<file path="config.mk">
export PLATFORM = sky130hd
export DESIGN_NAME = ika9958_rcc_flat
export DESIGN_NICKNAME = d
export VERILOG_FILES = /design/src/rtl/ika9958_rcc_if.sv /design/src/rtl/ika9958_rcc.sv /design/src/flat_wrapper.sv
export SDC_FILE = /design/constraint.sdc
export NUM_CORES = 1
export LEC_CHECK = 0
export CAP_MARGIN = 20
export CELL_PAD_IN_SITES_DETAIL_PLACEMENT = 1
export CELL_PAD_IN_SITES_GLOBAL_PLACEMENT = 1
export CORE_ASPECT_RATIO = 1.25
export CORE_MARGIN = 2
export CORE_UTILIZATION = 25
export CTS_BUF_LIST = sky130_fd_sc_hd__clkbuf_16
export CTS_CLUSTER_SIZE = 20
export DETAILED_ROUTE_END_ITERATION = 10
export PLACE_DENSITY = 0.66
export SYNTH_ARGS = -nofsm -noshare
export SYNTH_HDL_FRONTEND = slang
export SYNTH_SLANG_ARGS = --single-unit
export TNS_END_PERCENT = 20
</file>
<file path="constraint.sdc">
create_clock -name i_EMUCLK -period 1.4 [get_ports i_EMUCLK]
set_input_delay 0.28 -clock i_EMUCLK [delete_from_list [all_inputs] [get_ports i_EMUCLK]]
set_output_delay 0.28 -clock i_EMUCLK [all_outputs]
set_load 0.05 [all_outputs]
</file>
<file path="src/rtl/ika9958_rcc_if.sv">
// RCC output bundle: phase levels, phase strobes, pin images and reset/genlock status.
// The master drives every field; downstream VDP stages take the slave view.
interface ika9958_rcc_if;
    logic phia;
    logic phil;
    logic phia_pcen;
    logic phia_ncen;
    logic phil_pcen;
    logic phil_ncen;
    logic dhclk;
    logic dlclk;
    logic irst;
    logic hrst_n;
    logic hrst_fall;

    modport master (
        output phia, phil, phia_pcen, phia_ncen, phil_pcen, phil_ncen,
               dhclk, dlclk, irst, hrst_n, hrst_fall
    );

    modport slave (
        input  phia, phil, phia_pcen, phia_ncen, phil_pcen, phil_ncen,
               dhclk, dlclk, irst, hrst_n, hrst_fall
    );
endinterface

</file>
<file path="src/rtl/ika9958_rcc.sv">
// Reset/clock control: phiA/phiL phase grid as strobes, stretched internal reset, HRST sync.
// Latency: strobes combinational from the phase count; pins reach outputs after SYNC_STAGES cycles.
// No backpressure: free-running, advances only on i_CEN master ticks.
module ika9958_rcc #(
    parameter int RESET_HOLD  = 16,
    parameter int SYNC_STAGES = 2
) (
    input  logic          i_EMUCLK,
    input  logic          i_RST,
    input  logic          i_CEN,
    input  logic          i_EXTRST_n,
    input  logic          i_HRST_n,
    ika9958_rcc_if.master rcc
);

    localparam logic [7:0] HOLD_INIT = 8'(RESET_HOLD);

    logic [1:0]             cnt_q,       cnt_d;
    logic [SYNC_STAGES-1:0] ext_sync_q,  ext_sync_d;
    logic [SYNC_STAGES-1:0] hrst_sync_q, hrst_sync_d;
    logic                   hrst_prev_q, hrst_prev_d;
    logic [7:0]             hold_q,      hold_d;

    logic live;
    logic ext_synced;
    logic hrst_last;
    logic phia_pcen, phia_ncen, phil_pcen, phil_ncen;

    assign live       = i_CEN & ~i_RST;
    assign ext_synced = ext_sync_q[SYNC_STAGES-1];
    assign hrst_last  = hrst_sync_q[SYNC_STAGES-1];

    // Strobes announce the level change that the next enabled tick will make.
    assign phia_pcen = live &  cnt_q[0];
    assign phia_ncen = live & ~cnt_q[0];
    assign phil_pcen = live & (cnt_q == 2'd3);
    assign phil_ncen = live & (cnt_q == 2'd1);

    always_comb begin
        cnt_d       = cnt_q;
        ext_sync_d  = {ext_sync_q[SYNC_STAGES-2:0],  i_EXTRST_n};
        hrst_sync_d = {hrst_sync_q[SYNC_STAGES-2:0], i_HRST_n};
        hrst_prev_d = hrst_last;
        hold_d      = hold_q;

        if (i_CEN) begin
            cnt_d = cnt_q + 2'd1;
        end

        // A re-asserted external reset restarts the full stretch, even mid-countdown.
        if (!ext_synced) begin
            hold_d = HOLD_INIT;
        end else if (phil_ncen && (hold_q != 8'd0)) begin
            hold_d = hold_q - 8'd1;
        end
    end

    always_ff @(posedge i_EMUCLK) begin
        if (i_RST) begin
            cnt_q       <= 2'd0;
            ext_sync_q  <= '0;
            hrst_sync_q <= '1;
            hrst_prev_q <= 1'b1;
            hold_q      <= HOLD_INIT;
        end else begin
            cnt_q       <= cnt_d;
            ext_sync_q  <= ext_sync_d;
            hrst_sync_q <= hrst_sync_d;
            hrst_prev_q <= hrst_prev_d;
            hold_q      <= hold_d;
        end
    end

    assign rcc.phia      = ~cnt_q[0];
    assign rcc.phil      = ~cnt_q[1];
    assign rcc.phia_pcen = phia_pcen;
    assign rcc.phia_ncen = phia_ncen;
    assign rcc.phil_pcen = phil_pcen;
    assign rcc.phil_ncen = phil_ncen;
    assign rcc.dhclk     = ~cnt_q[0];
    assign rcc.dlclk     = ~cnt_q[1];
    assign rcc.irst      = (hold_q != 8'd0);
    assign rcc.hrst_n    = hrst_last;
    assign rcc.hrst_fall = ~hrst_last & hrst_prev_q & ~i_RST;

endmodule

</file>
<file path="src/flat_wrapper.sv">
// flat-port wrapper written by rule: the top's interface ports become plain ports
module ika9958_rcc_flat 
#(
    parameter int RESET_HOLD  = 16,
    parameter int SYNC_STAGES = 2
)
  (i_EMUCLK, i_RST, i_CEN, i_EXTRST_n, i_HRST_n, rcc_phia, rcc_phil, rcc_phia_pcen, rcc_phia_ncen, rcc_phil_pcen, rcc_phil_ncen, rcc_dhclk, rcc_dlclk, rcc_irst, rcc_hrst_n, rcc_hrst_fall);
  ika9958_rcc_if rcc_i ();
  input  logic i_EMUCLK;
  input  logic i_RST;
  input  logic i_CEN;
  input  logic i_EXTRST_n;
  input  logic i_HRST_n;
  output wire logic [$bits(rcc_i.phia)-1:0] rcc_phia;
  output wire logic [$bits(rcc_i.phil)-1:0] rcc_phil;
  output wire logic [$bits(rcc_i.phia_pcen)-1:0] rcc_phia_pcen;
  output wire logic [$bits(rcc_i.phia_ncen)-1:0] rcc_phia_ncen;
  output wire logic [$bits(rcc_i.phil_pcen)-1:0] rcc_phil_pcen;
  output wire logic [$bits(rcc_i.phil_ncen)-1:0] rcc_phil_ncen;
  output wire logic [$bits(rcc_i.dhclk)-1:0] rcc_dhclk;
  output wire logic [$bits(rcc_i.dlclk)-1:0] rcc_dlclk;
  output wire logic [$bits(rcc_i.irst)-1:0] rcc_irst;
  output wire logic [$bits(rcc_i.hrst_n)-1:0] rcc_hrst_n;
  output wire logic [$bits(rcc_i.hrst_fall)-1:0] rcc_hrst_fall;
  assign rcc_phia = rcc_i.phia;
  assign rcc_phil = rcc_i.phil;
  assign rcc_phia_pcen = rcc_i.phia_pcen;
  assign rcc_phia_ncen = rcc_i.phia_ncen;
  assign rcc_phil_pcen = rcc_i.phil_pcen;
  assign rcc_phil_ncen = rcc_i.phil_ncen;
  assign rcc_dhclk = rcc_i.dhclk;
  assign rcc_dlclk = rcc_i.dlclk;
  assign rcc_irst = rcc_i.irst;
  assign rcc_hrst_n = rcc_i.hrst_n;
  assign rcc_hrst_fall = rcc_i.hrst_fall;
  ika9958_rcc #(.RESET_HOLD(RESET_HOLD), .SYNC_STAGES(SYNC_STAGES)) u_core (.i_EMUCLK(i_EMUCLK), .i_RST(i_RST), .i_CEN(i_CEN), .i_EXTRST_n(i_EXTRST_n), .i_HRST_n(i_HRST_n), .rcc(rcc_i));
endmodule
</file>
==> impl_metrics.yaml <==
run_status:
  status: "finished, violations left"
  violations_in_the_final_reports: "setup timing"
power:
  combinational_share_of_power_pct: 21.4
  cell_internal_power_uw: 964
  power.share.sequential_pct: 35.1
  share_clk_of_total_power_pct: 43.5
  net-switching-power_uw: 325
  pwr_density_cell_mw_per_mm2: 876
  netSwitchingFraction_pct: 25.2
  standby_leakage_power_uw: 0.000591
  power_uw: 1290
  vdd_ir_drop_max_mv: 0.617
die:
  floorplan.die_area_mm2: 0.00372
  core.rowCount: 23
  design.portCount: 16
  floorplan.initialDensity_pct: 25.6
  die_w_um: 54.9
  core-area_mm2: 0.00317
  floorplan_die_height_um: 67.7
layout:
  drive_above_1_share_pct: 55.0
  layout.cell_area.non_filler_mm2: 0.00147
  antenna_cells: 0
  stdcell_count: 157
  flow.area_growth_from_synthesis_pct: 81.5
  fill_cells: 351
  num-nets-final: 130
routing:
  route.antenna.remaining_nets: 0
  drt_first_pass_iters: 4
  initialDrtViolationCount: 1
  vias_per_cell: 4.68
  remaining_routing_drc_violations: 0
  via_count: 735
  finalWirelength_um: 2150
  avgRoutedWirePerCell_um: 13.7
critical_path:
  cp_cell_sequence: "inv_4 > ha_4 > nor3b_4 > nand2_2 > buf_8"
  cp_num_buf_inv: 2
  worst_ep_arrival_time_ns: 1.24
  cp.depth: 5
  critical-path-top-delay-family: "flip-flops"
  slowest_cell_on_the_critical_path: "sky130_fd_sc_hd__dfxtp_2"
  worstSetupStartpointType: "register"
  worst_path_largest_cell_delay_ns: 0.33
  worst_r2r_path_depth: 7
  cp.required_ns: 1.12
  crit_path_max_fanout: 2
  critPathKind: "reg -> out"
  setup.worst_path.end_class: "primary output"
min_path:
  whs_path_depth: 1
  worstHoldPathType: "reg -> reg"
timing:
  timing.hold.ws_ns: 0.418
  timing.final.crit_period_ns: 1.52
  setup-violations-final: 11
  final-hold-violation-count: 0
  pnr_worst_setup_slack_ns: -0.117
  worst_pin_slew_ns: 0.330
  fin_crit_sh_pct: 108
  setup_total_negative_slack_ns: -0.639
  unrepaired_setup_endpoints_after_global_routing: "yes"
  max_transition_margin_pct: 77.9
  final_max_slew_viol_count: 0
  max_freq_ghz: 0.659
  clock_skew_ns: 0.00678
cts:
  htree_levels: 1
  numCtsBuffers: 3
  cts_tree: "done"
  root_buffer: "sky130_fd_sc_hd__clkbuf_16"
  clkLatencyLatePin_ns: 0.25
  cts.clk_slew.worst_paths_ns: 0.05
  clockBufferDepth: 2
  sinks_on_the_clock_net: 15
yosys:
  yosys.cell_types.count: 31
  synthesis.nets: 93
  synth_top_cells_by_area: "sky130_fd_sc_hd__dfxtp_1, sky130_fd_sc_hd__ha_1, sky130_fd_sc_hd__mux2i_1"
  synth.most_common_cell: "sky130_fd_sc_hd__dfxtp_1"
  synth.ff_latch_count: 15
  synth_enable_flop_cells: 0
  synth.yosys.seq_area_share_pct: 37.0
  post_synth_inst_count: 84
  postSynth.topFlopCell: "sky130_fd_sc_hd__dfxtp_1"
  postSynth.asyncResetShare_pct: 0
  syn_avg_cell_area_um2: 9.65
  post-synth-top-area-fraction_pct: 37.0
  post_synth_most_frequent_cells: "sky130_fd_sc_hd__dfxtp_1, sky130_fd_sc_hd__nand2_1, sky130_fd_sc_hd__inv_1"
  synth_area_um2: 811
  ys_warns: 0
  cell_accounting_for_the_most_synthesized_area: "sky130_fd_sc_hd__dfxtp_1"
grt:
  grt_usage_pct: 14.0
  maximum_number_of_pins_on_one_net_before_global_route_repair: 13
  antenna_found_initial: 0
  grt_pass1_wl_um: 3540
  globalRoute.totalOverflow: 0
  via_count_of_the_first_global_routing_pass: 768
placed_design:
  dp.final_hpwl_um: 1500
  port_buf_inserts: 15
  placedCellCount: 147
  finalWeightedCongestion: 0.760
  post_dp_cell_area_mm2: 0.00126
job:
  timing.max_cap.violations: 0
[metal layers]
metal,vias up,routed length (um),track usage (%)
li1,358,-,-
met3,5,63,1.99
met1,353,830,14.0
met4,0,89,11.9
met5,-,0,0
met2,19,1160,24.4
[registers in the layout (all words and copies together), names as in the netlist]
signal / count
u_core.ext_sync_q: 2
u_core.hrst_prev_q: 1
u_core.cnt_q: 2
u_core.hrst_sync_q: 2
u_core.hold_q: 8
[path summary, 6_finish.rpt]
path,endpoint,slack (ns),start
hold reg to reg,u_core.hrst_sync_q[1]$_SDFF_PP1_,0.42,u_core.hrst_sync_q[0]$_SDFF_PP1_
setup / recovery,rcc_irst,-0.12,u_core.hold_q[1]$_SDFFE_PP0P_
setup reg to reg,u_core.hold_q[2]$_SDFFE_PP0P_,-0.12,u_core.hold_q[0]$_SDFFE_PP0P_
hold / removal,u_core.hrst_sync_q[1]$_SDFF_PP1_,0.42,u_core.hrst_sync_q[0]$_SDFF_PP1_
[power by group through the flow]
stage	clock, uW	sequential, uW	combinational, uW
after floorplan	0	463	125
after global placement	0	458	253
after detailed placement	0	459	258
after CTS	584	452	272
after global routing	593	453	294
final	561	452	276
[what timing repair did]
| action | CTS | global route |
|---|---|---|
| hold endpoints to repair | 0 | 0 |
| gates resized for setup | 30 | 1 |
| setup endpoints to repair | 14 | 14 |
| setup buffers | 6 | 0 |
| cloned | 0 | 0 |
| pin swaps | 8 | 1 |
| hold buffers | 0 | 0 |
[cells by family (layout without fill, tap and decap cells)]
| group | Yosys count | count (layout) | synth area share, % |
|---|---|---|---|
| mux | 5 | 5 | 6.17 |
| xor+xnor | 1 | 1 | 1.08 |
| compound gates | 10 | 10 | 9.57 |
| fa+ha+maj | 4 | 4 | 6.17 |
| buf+inv | 10 | 46 | 5.56 |
| simple gates | 39 | 39 | 34.4 |
| flops | 15 | 15 | 37.0 |
[metrics by stage]
step / utilization [%] / worst slack (ns)
after global placement: 39.7 / -0.387
after CTS: 46.4 / -0.119
after floorplan: - / -0.112
final: 46.5 / -0.117
after detailed placement: 39.7 / -0.426
after global routing: 46.5 / -0.168
[layout make-up]
cell class	count	area [um2]	area share, %
Clock buffer	3	75.1	5.10
Multi-Input combinational cell	59	547	37.2
Tap cell	37	46.3	3.15
Sequential cell	15	308	20.9
Timing Repair Buffer	36	457	31.0
Inverter	6	35.0	2.38
Clock inverter	1	3.75	0.255
[placed cells by master, fill, tap and decap left out, drive strengths merged]
cell / instances
dlygate4sd2: 1
or2: 3
clkinvlp: 2
or3b: 1
a211oi: 2
ha: 4
a21bo: 1
a21oi: 3
nand4b: 1
buf: 32
nand2b: 4
clkbuf: 3
and2: 3
a2111o: 2
nand3b: 1
mux2i: 5
nand4bb: 1
nor4: 1
nor2b: 1
nand3: 2
nor4b: 2
xnor2: 1
clkdlybuf4s15: 1
and2b: 3
o21ai: 2
inv: 5
dfxtp: 15
or3: 2
nor2: 4
nand2: 8
nor3b: 2
clkdlybuf4s50: 2
Power figures use the tool's default switching activity.
